[src/rtl/reqrsp_buffer.sv]
// reqrsp_buffer: per-channel FIFO (or combinational bypass) on a reqrsp link plus an in-flight request limiter.
// Link vectors are packed as req = {q, q_valid, p_ready} and rsp = {p, p_valid, q_ready}.

module reqrsp_buffer_fifo #(
    parameter int unsigned Width      = 8,
    parameter int unsigned Depth      = 2,
    parameter int unsigned UsageWidth = (Depth > 0) ? $clog2(Depth + 1) : 1
) (
    input  logic                  clk_i,
    input  logic                  rst_ni,
    input  logic                  push_valid_i,
    input  logic [Width-1:0]      push_data_i,
    output logic                  push_ready_o,
    output logic                  pop_valid_o,
    output logic [Width-1:0]      pop_data_o,
    input  logic                  pop_ready_i,
    output logic [UsageWidth-1:0] usage_o
);

    if (Depth == 0) begin : gen_bypass
        logic unused_clk_rst;
        assign unused_clk_rst = clk_i ^ rst_ni;
        assign push_ready_o   = pop_ready_i;
        assign pop_valid_o    = push_valid_i;
        assign pop_data_o     = push_data_i;
        assign usage_o        = '0;
    end else begin : gen_fifo
        localparam int unsigned PtrWidth = (Depth > 1) ? $clog2(Depth) : 1;

        logic [Width-1:0]      mem_q [Depth];
        logic [PtrWidth-1:0]   wptr_q, wptr_d, rptr_q, rptr_d;
        logic [UsageWidth-1:0] usage_q, usage_d;
        logic                  push, pop;

        // Full/empty come from the usage count so any depth works, and both flags are registered.
        assign push_ready_o = (usage_q != UsageWidth'(Depth));
        assign pop_valid_o  = (usage_q != '0);
        assign pop_data_o   = mem_q[rptr_q];
        assign usage_o      = usage_q;
        assign push         = push_valid_i & push_ready_o;
        assign pop          = pop_valid_o & pop_ready_i;

        always_comb begin
            wptr_d  = wptr_q;
            rptr_d  = rptr_q;
            usage_d = usage_q;
            if (push) begin
                wptr_d = (wptr_q == PtrWidth'(Depth - 1)) ? '0 : wptr_q + PtrWidth'(1);
            end
            if (pop) begin
                rptr_d = (rptr_q == PtrWidth'(Depth - 1)) ? '0 : rptr_q + PtrWidth'(1);
            end
            if (push && !pop) begin
                usage_d = usage_q + UsageWidth'(1);
            end else if (!push && pop) begin
                usage_d = usage_q - UsageWidth'(1);
            end
        end

        always_ff @(posedge clk_i) begin
            if (!rst_ni) begin
                wptr_q  <= '0;
                rptr_q  <= '0;
                usage_q <= '0;
            end else begin
                wptr_q  <= wptr_d;
                rptr_q  <= rptr_d;
                usage_q <= usage_d;
            end
        end

        always_ff @(posedge clk_i) begin
            if (push) begin
                mem_q[wptr_q] <= push_data_i;
            end
        end
    end

endmodule

module reqrsp_buffer #(
    parameter int unsigned AddrWidth      = 32,
    parameter int unsigned DataWidth      = 32,
    parameter int unsigned UserWidth      = 1,
    parameter int unsigned ReqDepth       = 2,
    parameter int unsigned RspDepth       = 2,
    parameter int unsigned MaxOutstanding = 4,
    localparam int unsigned QWidth        = AddrWidth + 1 + DataWidth + DataWidth / 8 + UserWidth,
    localparam int unsigned PWidth        = DataWidth + 1 + UserWidth,
    localparam int unsigned ReqUsageWidth = (ReqDepth > 0) ? $clog2(ReqDepth + 1) : 1,
    localparam int unsigned RspUsageWidth = (RspDepth > 0) ? $clog2(RspDepth + 1) : 1,
    localparam int unsigned OutWidth      = $clog2(MaxOutstanding + 1)
) (
    input  logic                     clk_i,
    input  logic                     rst_ni,
    input  logic [QWidth+1:0]        slv_req_i,
    output logic [PWidth+1:0]        slv_rsp_o,
    output logic [QWidth+1:0]        mst_req_o,
    input  logic [PWidth+1:0]        mst_rsp_i,
    output logic [ReqUsageWidth-1:0] req_usage_o,
    output logic [RspUsageWidth-1:0] rsp_usage_o,
    output logic [OutWidth-1:0]      outstanding_o
);

    logic [QWidth-1:0]   slv_q, mst_q;
    logic [PWidth-1:0]   mst_p, slv_p;
    logic                slv_q_valid, slv_q_ready, slv_p_valid, slv_p_ready;
    logic                mst_q_valid, mst_q_ready, mst_p_valid, mst_p_ready;
    logic                req_head_valid, credit_ok, issue, retire;
    logic [OutWidth-1:0] outstanding_q, outstanding_d;

    assign slv_q       = slv_req_i[QWidth+1:2];
    assign slv_q_valid = slv_req_i[1];
    assign slv_p_ready = slv_req_i[0];
    assign mst_p       = mst_rsp_i[PWidth+1:2];
    assign mst_p_valid = mst_rsp_i[1];
    assign mst_q_ready = mst_rsp_i[0];

    assign mst_req_o = {mst_q, mst_q_valid, mst_p_ready};
    assign slv_rsp_o = {slv_p, slv_p_valid, slv_q_ready};

    // The counter only falls while a request waits, so gating valid with credit keeps it stable.
    assign credit_ok   = (outstanding_q < OutWidth'(MaxOutstanding));
    assign mst_q_valid = req_head_valid & credit_ok;
    assign issue       = mst_q_valid & mst_q_ready;
    assign retire      = slv_p_valid & slv_p_ready;

    reqrsp_buffer_fifo #(
        .Width      (QWidth),
        .Depth      (ReqDepth),
        .UsageWidth (ReqUsageWidth)
    ) i_req_fifo (
        .clk_i        (clk_i),
        .rst_ni       (rst_ni),
        .push_valid_i (slv_q_valid),
        .push_data_i  (slv_q),
        .push_ready_o (slv_q_ready),
        .pop_valid_o  (req_head_valid),
        .pop_data_o   (mst_q),
        .pop_ready_i  (mst_q_ready & credit_ok),
        .usage_o      (req_usage_o)
    );

    reqrsp_buffer_fifo #(
        .Width      (PWidth),
        .Depth      (RspDepth),
        .UsageWidth (RspUsageWidth)
    ) i_rsp_fifo (
        .clk_i        (clk_i),
        .rst_ni       (rst_ni),
        .push_valid_i (mst_p_valid),
        .push_data_i  (mst_p),
        .push_ready_o (mst_p_ready),
        .pop_valid_o  (slv_p_valid),
        .pop_data_o   (slv_p),
        .pop_ready_i  (slv_p_ready),
        .usage_o      (rsp_usage_o)
    );

    always_comb begin
        outstanding_d = outstanding_q;
        if (issue && !retire) begin
            outstanding_d = outstanding_q + OutWidth'(1);
        end else if (!issue && retire && (outstanding_q != '0)) begin
            outstanding_d = outstanding_q - OutWidth'(1);
        end
    end

    always_ff @(posedge clk_i) begin
        if (!rst_ni) begin
            outstanding_q <= '0;
        end else begin
            outstanding_q <= outstanding_d;
        end
    end

    // A response with nothing in flight means the downstream slave broke the protocol.
    always_ff @(posedge clk_i) begin
        if (rst_ni && retire) begin
            assert (outstanding_q != '0);
        end
    end

    assign outstanding_o = outstanding_q;

endmodule

[config.mk]
export PLATFORM = sky130hd
export DESIGN_NAME = reqrsp_buffer
export DESIGN_NICKNAME = d
export VERILOG_FILES = /design/src/rtl/reqrsp_buffer.sv
export SDC_FILE = /design/constraint.sdc
export NUM_CORES = 1
export LEC_CHECK = 0
export CAP_MARGIN = 10
export CORE_ASPECT_RATIO = 0.9
export CORE_MARGIN = 3
export CORE_UTILIZATION = 48
export CTS_CLUSTER_DIAMETER = 50
export CTS_CLUSTER_SIZE = 30
export DETAILED_ROUTE_END_ITERATION = 12
export PLACE_DENSITY = 0.81
export SYNTH_ARGS = -nofsm -noshare
export SYNTH_HDL_FRONTEND = slang
export SYNTH_SLANG_ARGS = --single-unit
[constraint.sdc]
create_clock -name clk_i -period 5.85 [get_ports clk_i]
set_input_delay 0.585 -clock clk_i [delete_from_list [all_inputs] [get_ports clk_i]]
set_output_delay 0.585 -clock clk_i [all_outputs]
set_load 0.02 [all_outputs]
## Yosys cells after proc, flatten, opt, wreduce, memory -nomap -nowiden

Memory sizes are Yosys's and may differ from the RTL's. A register that Yosys moved wholly into a read port is not among the register bits.
Cells that the tools add are included.

- Memories kept: 2
- Bits of input ports: 110
- Register bits: 11
- RAM bits: 208
- Output and inout port bits: 115
- Word-level logic and storage cells: 65

- Mux-type cells: 18
- Reductions and logical operators: 18
- Equal/unequal tests: 2
- Magnitude comparators: 1
- Bitwise logic cells: 7
- Add/sub/neg operators: 10

Memories:

| name | depth | bits a word | rd ports | clocked after memory_dff | write ports | RTL line | text |
|---|---|---|---|---|---|---|---|
| i_req_fifo.gen_fifo.mem_q | 2 | 70 | 1 | 1 | 1 | 30 | `logic [Width-1:0] mem_q [Depth];` |
| i_rsp_fifo.gen_fifo.mem_q | 2 | 34 | 1 | 1 | 1 | 30 |  |

Operators with widths:

| operator | number |
|---|---|
| $mux 1 | 12 |
| $reduce_bool 2->1 | 5 |
| $mux 2 | 4 |
| $and 1x1->1 | 7 |
| $logic_and 1x1->1 | 7 |
| $mux 3 | 2 |
| $logic_not 1->1 | 5 |
| $add 1x1->1 const B | 4 |
| $add 2x1->2 const B | 2 |
| $ne 2x2->1 const B | 2 |
| $sub 2x1->2 const B | 2 |
| $add 3x1->3 const B | 1 |
| $lt 3x3->1 const B | 1 |
| $reduce_bool 3->1 | 1 |
| $sub 3x1->3 const B | 1 |

## Longest topological paths before layout

Gate-level depths: netlist of the first run.

- Depth after elaboration: 8
- Mapped depth: 7
- Mapped depth without buffers: 7

## By module

Synthesis of the first run repeated with hierarchy kept, for this count alone.

- Cells, all modules: 402
- Area total of the unflattened synthesis: 8,216.6 um2

By module, submodules not included:

| module | area each (um2) | cells an instance | instances | seq. area each (um2) |
|---|---|---|---|---|
| reqrsp_buffer_fifo at i_req_fifo | 5,275.1 | 242 | 1 | 4,304.1 |
| reqrsp_buffer_fifo at i_rsp_fifo | 2,687.6 | 130 | 1 | 2,142.1 |
| reqrsp_buffer | 254.0 | 30 | 1 | 60.1 |

## Worst setup path after synthesis of the first run

OpenSTA, ideal clock, no wires.

- Kind: flip-flop to flip-flop
- Start: register i_req_fifo.gen_fifo.usage_q[0] (netlist: i_req_fifo.usage_o[0])
- End: memory i_req_fifo.gen_fifo.mem_q[0][0] in the netlist's numbering (enable)
- Data arrival time: 3.750 ns
- Setup slack: 1.601 ns
- Period minus slack after synthesis: 4.249 ns
- Buffers on the path: 0
- Stages on the path, launching flop included: 4
- Setup time: 0.498 ns
- Required time: 5.352 ns
- Path through: dfxtp_1 > nand2b_1 > nand2_1 > nor2_1

- Word-level cells in the longest chain between the ends: 4

RTL lines:

| item | RTL line | text |
|---|---|---|
| start, declared | 32 | `logic [UsageWidth-1:0] usage_q, usage_d;` |
| start signal, assigned | 68 | `usage_q <= usage_d;` |
| $ne 2x2->1 | 36 | `assign push_ready_o = (usage_q != UsageWidth'(Depth));` |
| net i_req_fifo.push_ready_o | 13 | `output logic push_ready_o,` |
| $and 1x1->1 | 40 | `assign push = push_valid_i & push_ready_o;` |
| $mux 1 | 73 | `if (push) begin` |
| $mux 1 (implied by the code) | 74 | `mem_q[wptr_q] <= push_data_i;` |
| end, declared | 30 |  |

The timed path passes the listed nets, and every way through them passes these cells.

==> metrics.md, run 1 <==
| Metric | Value |
|---|---|
| Clock latency on the worst-skew pair | 480 ps |
| DRT Pass-1 Iters | 4 |
| Proportion of layout cells with a drive suffix above 1 | 24.1% |
| Most frequent cells in the layout | clkdlybuf4s50_1 (224), edfxtp_1 (208), mux2_2 (104) |
| Root buffer cell | clkbuf_16 |
| Remaining antenna violation count | 0 |
| Fin crit period | 3590 ps |
| Fill cells | 1,050 |
| All-Layer GR Usage | 16.9% |
| Die Width | 144 um |
| Outcome | finished, final reports clean |
| Clock Path Buffers | 3 |
| Post-synthesis sequential area ratio | 79.5% |
| PortBufs | 224 |
| First-pass GRT wire length | 24,500 um |
| Number of I/O pins | 225 |
| H-Tree Depth | 1 |
| Iter 0 DRT Violations | 301 |
| Vias per cell | 5.11 |
| Buffers & Inverters on Critical Path | 2 |
| Post-DP HPWL | 11,200 um |
| Worst VDD drop | 0.374 mV |
| Layout Nets | 747 |
| Ys Warns | 0 |
| Post-synth cell types | 30 |
| Initial core utilization | 49.9% |
| Syn Std Cell Area | 8180 um2 |
| CTS tree | built |
| Crit path cell chain | buf_4 -> mux2_2 -> clkdlybuf4s50_1 |
| Slowest CP cell | dfxtp_2 |
| Worst-margin pin slew | 1160 ps |
| Period utilization | 61.4% |
| Commonest non-fill, non-tap cell in the layout | clkdlybuf4s50_1 |
| Worst Hold Class | flip-flop to flip-flop |
| Layout area overhead | 38.1% |
| Num CTS Buffers | 18 |
| Post-route setup slack | 2260 ps |
| Hold Slack | 510 ps |
| Synthesized net count | 514 |
| Final setup fails | 0 |
| RSZ-0062 raised after global routing | false |
| Core ar. | 16,400 um2 |
| Max incr delay on CP | 1100 ps |
| Top cell type's share of synthesized area | 76.4% |
| Setup Fix Bufs, Post-CTS | 0 |
| Post-cts gate resize count | 0 |
| # hold bufs at CTS | 0 |
| Average wire per standard cell | 19.5 um |
| CTS sink cnt | 221 |
| Antenna violations before repair | 0 |
| # diodes | 0 |
| Pwr Total | 5.27 mW |
| Flops & latches, synth | 221 |
| Post-Synthesis Cells | 401 |
| Arr. time, crit path | 3010 ps |
| Die area | 18,600 um2 |
| Vias | 4,361 |
| Die height | 130 um |
| Vias in the first global route | 4,477 |
| Fmax achieved | 279 MHz |
| Max-Cap Viols | 0 |
| Startpoint types | flip-flop |
| DRC viols | 0 |
| CP required | 5270 ps |
| Global placement routability congestion | 0.785 |
| Pre-CTS setup slack | 2710 ps |
| Critical path class | flip-flop to primary output |
| Critical path peak fanout | 49 |
| Endpoints failing hold | 0 |
| Grt total ovfl | 0 |
| Final slew viol count | 0 |
| Yosys top cell by area | edfxtp_1 |
| Area contributors post-synth | edfxtp_1 (76%), mux2_2 (14%), dfxtp_1 (3.2%) |
| Leakage power total | 3.83 nW |
| Largest net degree at the start of global routing | 71 |
| Capturing element type of the critical path | primary output |
| P per Cell Area | 466 nW/um2 |
| Clock Skews | 15.4 ps |
| Setup_tns | 0 ps |
| CP delay by family, top | flip-flops |
| Mapped Avg Cell Area | 20.4 um2 |
| Clock slew seen by the registers of the worst setup and hold paths | 70 ps |
| Row count | 44 |
| Max-slew headroom | 22.6% |
| Post-Route WL | 16,700 um |
## kinds of logic (layout without fill, tap and decap cells)
group,Yosys count,after routing,share of synthesized area [%]
AOI/OAI and AO/OA,13,13,1.30
xor gates and xnor gates,8,8,0.857
adders and majority gates,3,3,0.551
buffers and inverters,24,269,1.48
DFF,221,221,79.5
muxes,105,105,14.4
and+or+nand+nor,27,27,1.82
## worst paths after layout
path	cells after the start	startpoint	slack, ps	end
max	3	flip-flop	2260	mst_req_o[42]
min	2	i_req_fifo.gen_fifo.rptr_q	510	i_req_fifo.gen_fifo.rptr_q
max reg2reg	4	i_req_fifo.usage_o[0]	3800	i_req_fifo.gen_fifo.mem_q[0][43]
min reg2reg	2	i_req_fifo.gen_fifo.rptr_q	510	i_req_fifo.gen_fifo.rptr_q
## per-stage QoR
step | instances | util (%) | area, um2
global placement | 821 | 64.9 | 10600
finish | 853 | 68.8 | 11300
detailed placement | 821 | 64.9 | 10600
floorplan | 401 | - | 8180
global route | 853 | 68.8 | 11300
CTS | 853 | 68.8 | 11300
## flip-flops by register name, summed over array words and instances (netlist names), named ones only
name and count:
i_req_fifo.usage_o 2, i_rsp_fifo.gen_fifo.rptr_q 1, i_rsp_fifo.gen_fifo.wptr_q 1, i_rsp_fifo.gen_fifo.mem_q 68
i_rsp_fifo.usage_o 2, i_req_fifo.gen_fifo.wptr_q 1, i_req_fifo.gen_fifo.mem_q 140, outstanding_o 3
i_req_fifo.gen_fifo.rptr_q 1
## cell usage after synthesis (all sizes together)
library cell	count
nand2b	2
buf	15
edfxtp	208
nand2	4
mux2	104
ha	2
xnor2	1
o21a	2
nand3b	1
dfxtp	13
or3	2
xor2	7
nor2	10
and3	2
o21bai	1
clkbuf	2
a21oi	5
or2	1
a211oi	1
fa	1
mux2i	1
o21ai	4
inv	7
nor3	5
## power breakdown
group	internal, mW	switching, mW
Sequential	2.04	0.145
Combinational	0.904	0.908
Clock	0.677	0.593
## worst register-to-register path: cells and delay by family, from the launching register on
kind                   cells  cell delay, ps
buffers and inverters      1             700
flip-flops                 1             480
AND/OR/NAND/NOR            3             430
## area by class of cell
cell class / count / area, um2 / share of cell area (%)
sequential: 221 / 6510 / 57.6
multi-input combinational: 156 / 1560 / 13.8
tap: 207 / 259 / 2.29
clock buffer: 19 / 475 / 4.21
timing repair buffer: 230 / 2290 / 20.3
inverter: 7 / 28.8 / 0.255
clock inverter: 13 / 171 / 1.52
## layer usage
| layer | part of all wire (%) | track usage, % |
|---|---|---|
| met2 | 51 | 29.4 |
| met4 | 3.0 | 5.37 |
| met3 | 7.6 | 3.96 |
| met1 | 38 | 21.2 |
| met5 | 0 | 0 |
Power figures use the tool's default switching activity.
==> run 2: changes to the inputs <==
- clock period: 5.85 -> 3.6 ns (I/O delays scaled with it)
==> run 2 against run 1 <==
Against the previous run:
- die area did not move
- sequential cell count stayed put
- core utilization is essentially flat
- worst hold slack lost 63 ps
- via count is 0.34% higher
- critical endpoint is now slv_rsp_o[23]
- non-clock buffer count is the same
- clock power increased by 57%
- routed wire length shrank 1.3%
- first-iteration DRC count down 19%
- sequential power up 58%
- largest cell class unchanged
- global-route usage hardly changed
==> metrics.md, run 2 (same netlist as run 1, synthesis figures left out) <==
| Metric | Value |
|---|---|
| Outcome | finished, final reports clean |
| PortBufs | 224 |
| Die Width | 144 um |
| Antenna violations before repair | 0 |
| Critical path peak fanout | 34 |
| Dpl cell area | 10,700 um2 |
| Row count | 44 |
| Max incr delay on CP | 570 ps |
| Fmax achieved | 394 MHz |
| DRC viols | 0 |
| Clock Skews | 12.5 ps |
| CP required | 3240 ps |
| Most frequent cells in the layout | clkdlybuf4s50_1 (224), edfxtp_1 (208), mux2_2 (104) |
| RSZ-0062 raised after global routing | false |
| Hold Slack | 447 ps |
| Clock latency on the worst-skew pair | 480 ps |
| CP delay by family, top | buffers and inverters |
| Die area | 18,600 um2 |
| Fin crit period | 2540 ps |
| Final slew viol count | 0 |
| Remaining antenna violation count | 0 |
| Post-DP HPWL | 11,000 um |
| R2r startpoint | i_rsp_fifo.usage_o[1] |
| Period utilization | 70.4% |
| R2R cell count | 7 |
| Post-Route WL | 16,500 um |
| Final Cell Area | 11,300 um2 |
| Core ar. | 16,400 um2 |
| Grt total ovfl | 0 |
| Worst-margin pin slew | 468 ps |
| Startpoint types | flip-flop |
| Arr. time, crit path | 2180 ps |
| H-Tree Depth | 1 |
| Buffers & Inverters on Critical Path | 2 |
| Global placement routability congestion | 0.734 |
| Fill cells | 1,068 |
| Post-cts gate resize count | 0 |
| Worst VDD drop | 0.521 mV |
| Root buffer cell | clkbuf_16 |
| Leakage power total | 3.82 nW |
| Max-slew headroom | 68.8% |
| Largest net degree at the start of global routing | 71 |
| Layout Nets | 748 |
| Num CTS Buffers | 19 |
| Average wire per standard cell | 19.2 um |
| Worst reg2reg endpoint | outstanding_o[2] |
| P per Cell Area | 753 nW/um2 |
| Endpoints failing hold | 0 |
| Clock Path Buffers | 3 |
| Die height | 130 um |
| Layout Cells excl Fill | 855 |
| CTS tree | built |
| Worst Hold Class | input pin to flip-flop |
| Vias in the first global route | 4,644 |
| Max-Cap Viols | 0 |
| Critical path destination | slv_rsp_o[23] |
| Clock slew seen by the registers of the worst setup and hold paths | 80 ps |
| Number of I/O pins | 225 |
| DRT Pass-1 Iters | 6 |
| Vias | 4,376 |
| Layout area overhead | 38.1% |
| Proportion of layout cells with a drive suffix above 1 | 24.0% |
| Capturing element type of the critical path | primary output |
| Commonest non-fill, non-tap cell in the layout | clkdlybuf4s50_1 |
| CTS sink cnt | 221 |
| CP Depth | 3 |
| Final setup fails | 0 |
| # hold bufs at CTS | 0 |
| Critical path class | flip-flop to primary output |
| Largest Register | i_req_fifo.gen_fifo.mem_q |
| R2R Setup Slk | 1550 ps |
| Pwr Total | 8.51 mW |
| Largest register FFs | 140 |
| Crit path cell chain | buf_4 -> mux2_2 -> clkdlybuf4s50_1 |
| First-pass GRT wire length | 24,700 um |
| Setup_tns | 0 ps |
| Slowest CP cell | clkdlybuf4s50_1 |
| Iter 0 DRT Violations | 245 |
| Initial core utilization | 49.9% |
| Post-placement cell count | 821 |
| Setup Fix Bufs, Post-CTS | 0 |
| Vias per cell | 5.12 |
| All-Layer GR Usage | 16.9% |
-- run 2: layout make-up --
type	instances	area, um2	area share (%)
antenna	1	2.50	0.0222
clock buffer	20	479	4.24
clock inverter	13	133	1.17
inverter	7	28.8	0.255
multi-input combinational	156	1560	13.8
sequential	221	6510	57.6
tap	207	259	2.29
timing repair buffer	230	2320	20.6
-- run 2: power breakdown --
| group | switching (mW) | internal, mW |
|---|---|---|
| logic | 1.57 | 1.49 |
| registers | 0.146 | 3.31 |
| clock network | 0.968 | 1.03 |
-- run 2: metrics by stage --
stage / setup slack (ps) / util [%]
finish: 1060 / 68.9
global route: 971 / 68.8
CTS: 1050 / 68.8
detailed placement: 1070 / 65.1
global placement: 1170 / 65.1
floorplan: 523 / -
-- run 2: worst min-delay path by stage --
stage | depth (start not counted) | startpoint | to
2_1_floorplan | 0 | slv_req_i[2] | i_req_fifo.gen_fifo.mem_q[0][0]
3_3_place_gp | 2 | i_req_fifo.gen_fifo.rptr_q | i_req_fifo.gen_fifo.rptr_q
3_5_place_dp | 2 | i_req_fifo.gen_fifo.rptr_q | flip-flop
4_1_cts | 1 | slv_req_i[25] | i_req_fifo.gen_fifo.mem_q[1][23]
5_1_grt | 1 | slv_req_i[30] | i_req_fifo.gen_fifo.mem_q[0][28]
6_report | 1 | slv_req_i[25] | i_req_fifo.gen_fifo.mem_q[1][23]
-- run 2: routing by layer --
| layer | share of wire (%) | wire [um] | vias up | global-route usage [%] |
|---|---|---|---|---|
| li1 | - | - | 2023 | - |
| met1 | 39 | 6430 | 2175 | 21.1 |
| met2 | 52 | 8600 | 153 | 30.2 |
| met3 | 6.2 | 1020 | 25 | 3.37 |
| met4 | 2.4 | 402 | 0 | 4.98 |
| met5 | 0 | 0 | - | 0 |
-- run 2: worst register-to-register path, cell delays in order (launching register included) --
cell,delay (ps)
dfxtp_1,370
o21a_4,260
nor3_2,260
inv_1,100
fa_1,420
nor3_2,220
mux2i_1,210
a21oi_1,80
==> run 3: changes to the inputs <==
- CORE_UTILIZATION: 48 -> 43
- PLACE_DENSITY: 0.81 -> 0.77
- clock period: 3.6 -> 2.1 ns (I/O delays scaled with it)
==> run 3 against run 2 <==
Against the previous run:
- sequential share of layout area shrank 1.5 points
- critical endpoint is now slv_rsp_o[24]
- via count grew 0.66%
- register-to-register slack lost 1400 ps
- clock power grew 110%
- highest routed layer is now met5
- sequential power grew 73%
- count of clock-buffer cells in the layout grew 5
- worst setup slack lost 970 ps
- non-clock buffer count grew 9
- global-route usage shrank 0.67 points
==> metrics.md, run 3 (same netlist as run 1, synthesis figures left out) <==
| Metric | Value |
|---|---|
| Outcome | finished, final reports clean |
| Critical path class | flip-flop to primary output |
| R2R Setup Slk | 120 ps |
| Vias per cell | 4.82 |
| Fin crit period | 2010 ps |
| Capturing element type of the critical path | primary output |
| Hold path startpoint | slv_req_i[15] |
| DRC viols | 0 |
| Crit path cell chain | buf_12 -> mux2_2 -> dlygate4sd2_1 |
| Worst VDD drop | 0.814 mV |
| Leakage power total | 4.14 nW |
| Critical path peak fanout | 17 |
| All-Layer GR Usage | 16.3% |
| Worst-margin pin slew | 401 ps |
| First-pass GRT wire length | 25,900 um |
| Endpoints failing hold | 0 |
| Layout Nets | 763 |
| H-Tree Depth | 1 |
| Storage cell area | 6520 um2 |
| Final slew viol count | 0 |
| Grt total ovfl | 0 |
| DRT Pass-1 Iters | 4 |
| CP required | 1890 ps |
| WHS Endpoint | i_req_fifo.gen_fifo.mem_q[0][13] |
| Arr. time, crit path | 1800 ps |
| Die height | 137 um |
| Clock Skews | 16.9 ps |
| CTS sink cnt | 221 |
| Number of I/O pins | 225 |
| Average wire per standard cell | 19.3 um |
| Largest Register | i_req_fifo.gen_fifo.mem_q |
| Initial core utilization | 44.2% |
| Slowest CP cell | dfxtp_2 |
| Multi-input gate area | 1590 um2 |
| Commonest non-fill, non-tap cell in the layout | edfxtp_1 |
| Pwr Total | 15.2 mW |
| Antenna violations before repair | 1 |
| Clock slew seen by the registers of the worst setup and hold paths | 70 ps |
| Vias | 4,405 |
| Row count | 47 |
| R2R cell count | 7 |
| Post-Route WL | 17,600 um |
| P per Cell Area | 1310 nW/um2 |
| Worst reg2reg endpoint | outstanding_o[2] |
| Vias in the first global route | 4,782 |
| # diodes | 0 |
| Largest net degree at the start of global routing | 46 |
| Period utilization | 95.7% |
| Clock latency on the worst-skew pair | 500 ps |
| Startpoint types | flip-flop |
| Hold Crit Depth | 1 |
| Remaining antenna violation count | 0 |
| Max-Cap Viols | 0 |
| Global placement routability congestion | 0.776 |
| Fill cells | 1,388 |
| Final setup fails | 0 |
| Fmax achieved | 498 MHz |
| Proportion of layout cells with a drive suffix above 1 | 27.2% |
| Root buffer cell | clkbuf_16 |
| Clock Path Buffers | 3 |
| Num CTS Buffers | 25 |
| Worst Hold Class | input pin to flip-flop |
| Die area | 20,700 um2 |
| Fin util | 62.7% |
| Layout area overhead | 42.0% |
| CTS tree | built |
| PortBufs | 224 |
| R2r startpoint | i_rsp_fifo.usage_o[1] |
| Die Width | 151 um |
| Most frequent cells in the layout | edfxtp_1 (208), clkdlybuf4s50_1 (120), mux2_2 (104) |
| Max-slew headroom | 73.3% |
| Core ar. | 18,500 um2 |
| Largest register FFs | 140 |
| Post-DP HPWL | 12,100 um |
| Iter 0 DRT Violations | 218 |
| Max incr delay on CP | 420 ps |
==> run 3: cell types whose count changed in the layout (fill, tap and decap cells not counted), moves of 3 or more <==
cell / previous run / this run
dlygate4sd2_1: 0 / 103
dfxtp_1: 12 / 8
clkbuf_16: 19 / 25
buf_4: 3 / 6
inv_12: 3 / 0
buf_12: 3 / 7
clkdlybuf4s50_1: 224 / 120
inv_6: 1 / 5
==> run 3: worst max path at each step <==
stage	cells past startpoint	end	start	slack [ps]
6_report	3	slv_rsp_o[24]	flip-flop	90
5_1_grt	7	outstanding_o[2]	i_rsp_fifo.usage_o[1]	-5
4_1_cts	3	mst_req_o[1]	i_req_fifo.usage_o[1]	20
3_5_place_dp	8	outstanding_o[2]	mst_rsp_i[0]	-170
3_3_place_gp	8	outstanding_o[2]	mst_rsp_i[0]	-60
2_1_floorplan	3	i_req_fifo.gen_fifo.mem_q[0][0]	i_req_fifo.usage_o[0]	10
==> run 3: metrics by stage <==
| step | cells | setup WS (ps) | setup TNS (ps) | instance area (um2) | hold slack, ps |
|---|---|---|---|---|---|
| floorplan | 401 | 13.2 | 0 | 8210 | 309 |
| global placement | 864 | -62.0 | -62.0 | 10800 | 489 |
| detailed placement | 864 | -174 | -174 | 10800 | 508 |
| CTS | 911 | 15.4 | 0 | 11600 | 260 |
| global route | 913 | -5.28 | -5.28 | 11600 | 253 |
| finish | 913 | 90.0 | 0 | 11600 | 286 |
==> run 3: timing repair <==
| action | CTS | global route |
|---|---|---|
| resized for setup | 109 | 2 |
| cloned | 1 | 0 |
| pin swaps | 0 | 1 |
| buffers inserted | 1 | 2 |
| setup endpoints to repair | 104 | 2 |
| hold endpoints to repair | 0 | 0 |
| hold buffers | 0 | 0 |
==> run 3: layout make-up <==
cell class,count,share of cell area (%)
Timing Repair Buffer,239,20.1
Inverter,7,0.248
Clock buffer,25,5.39
Tap cell,245,2.64
Clock inverter,20,1.77
Sequential cell,221,56.1
Multi-Input combinational cell,156,13.7
==> run 3: critical path, delay by kind of cell (launching register included) <==
family,cells,cell delay [ps]
buffers and inverters,2,520
muxes,1,350
DFF,1,420
==> run 3: routing by layer <==
metal	global-route usage (%)	vias up	part of all wire [%]
met2	29.6	118	55
met3	2.98	28	4.8
li1	-	2057	-
met5	0	-	0.074
met4	4.63	2	2.0
met1	19.8	2200	38
==> run 3: report_power, final <==
group          switching, mW  internal [mW]  total [mW]
registers              0.294           5.68        5.98
clock network           1.85           2.41        4.26
logic                   2.72           2.24        4.96
total                   4.86           10.3        15.2
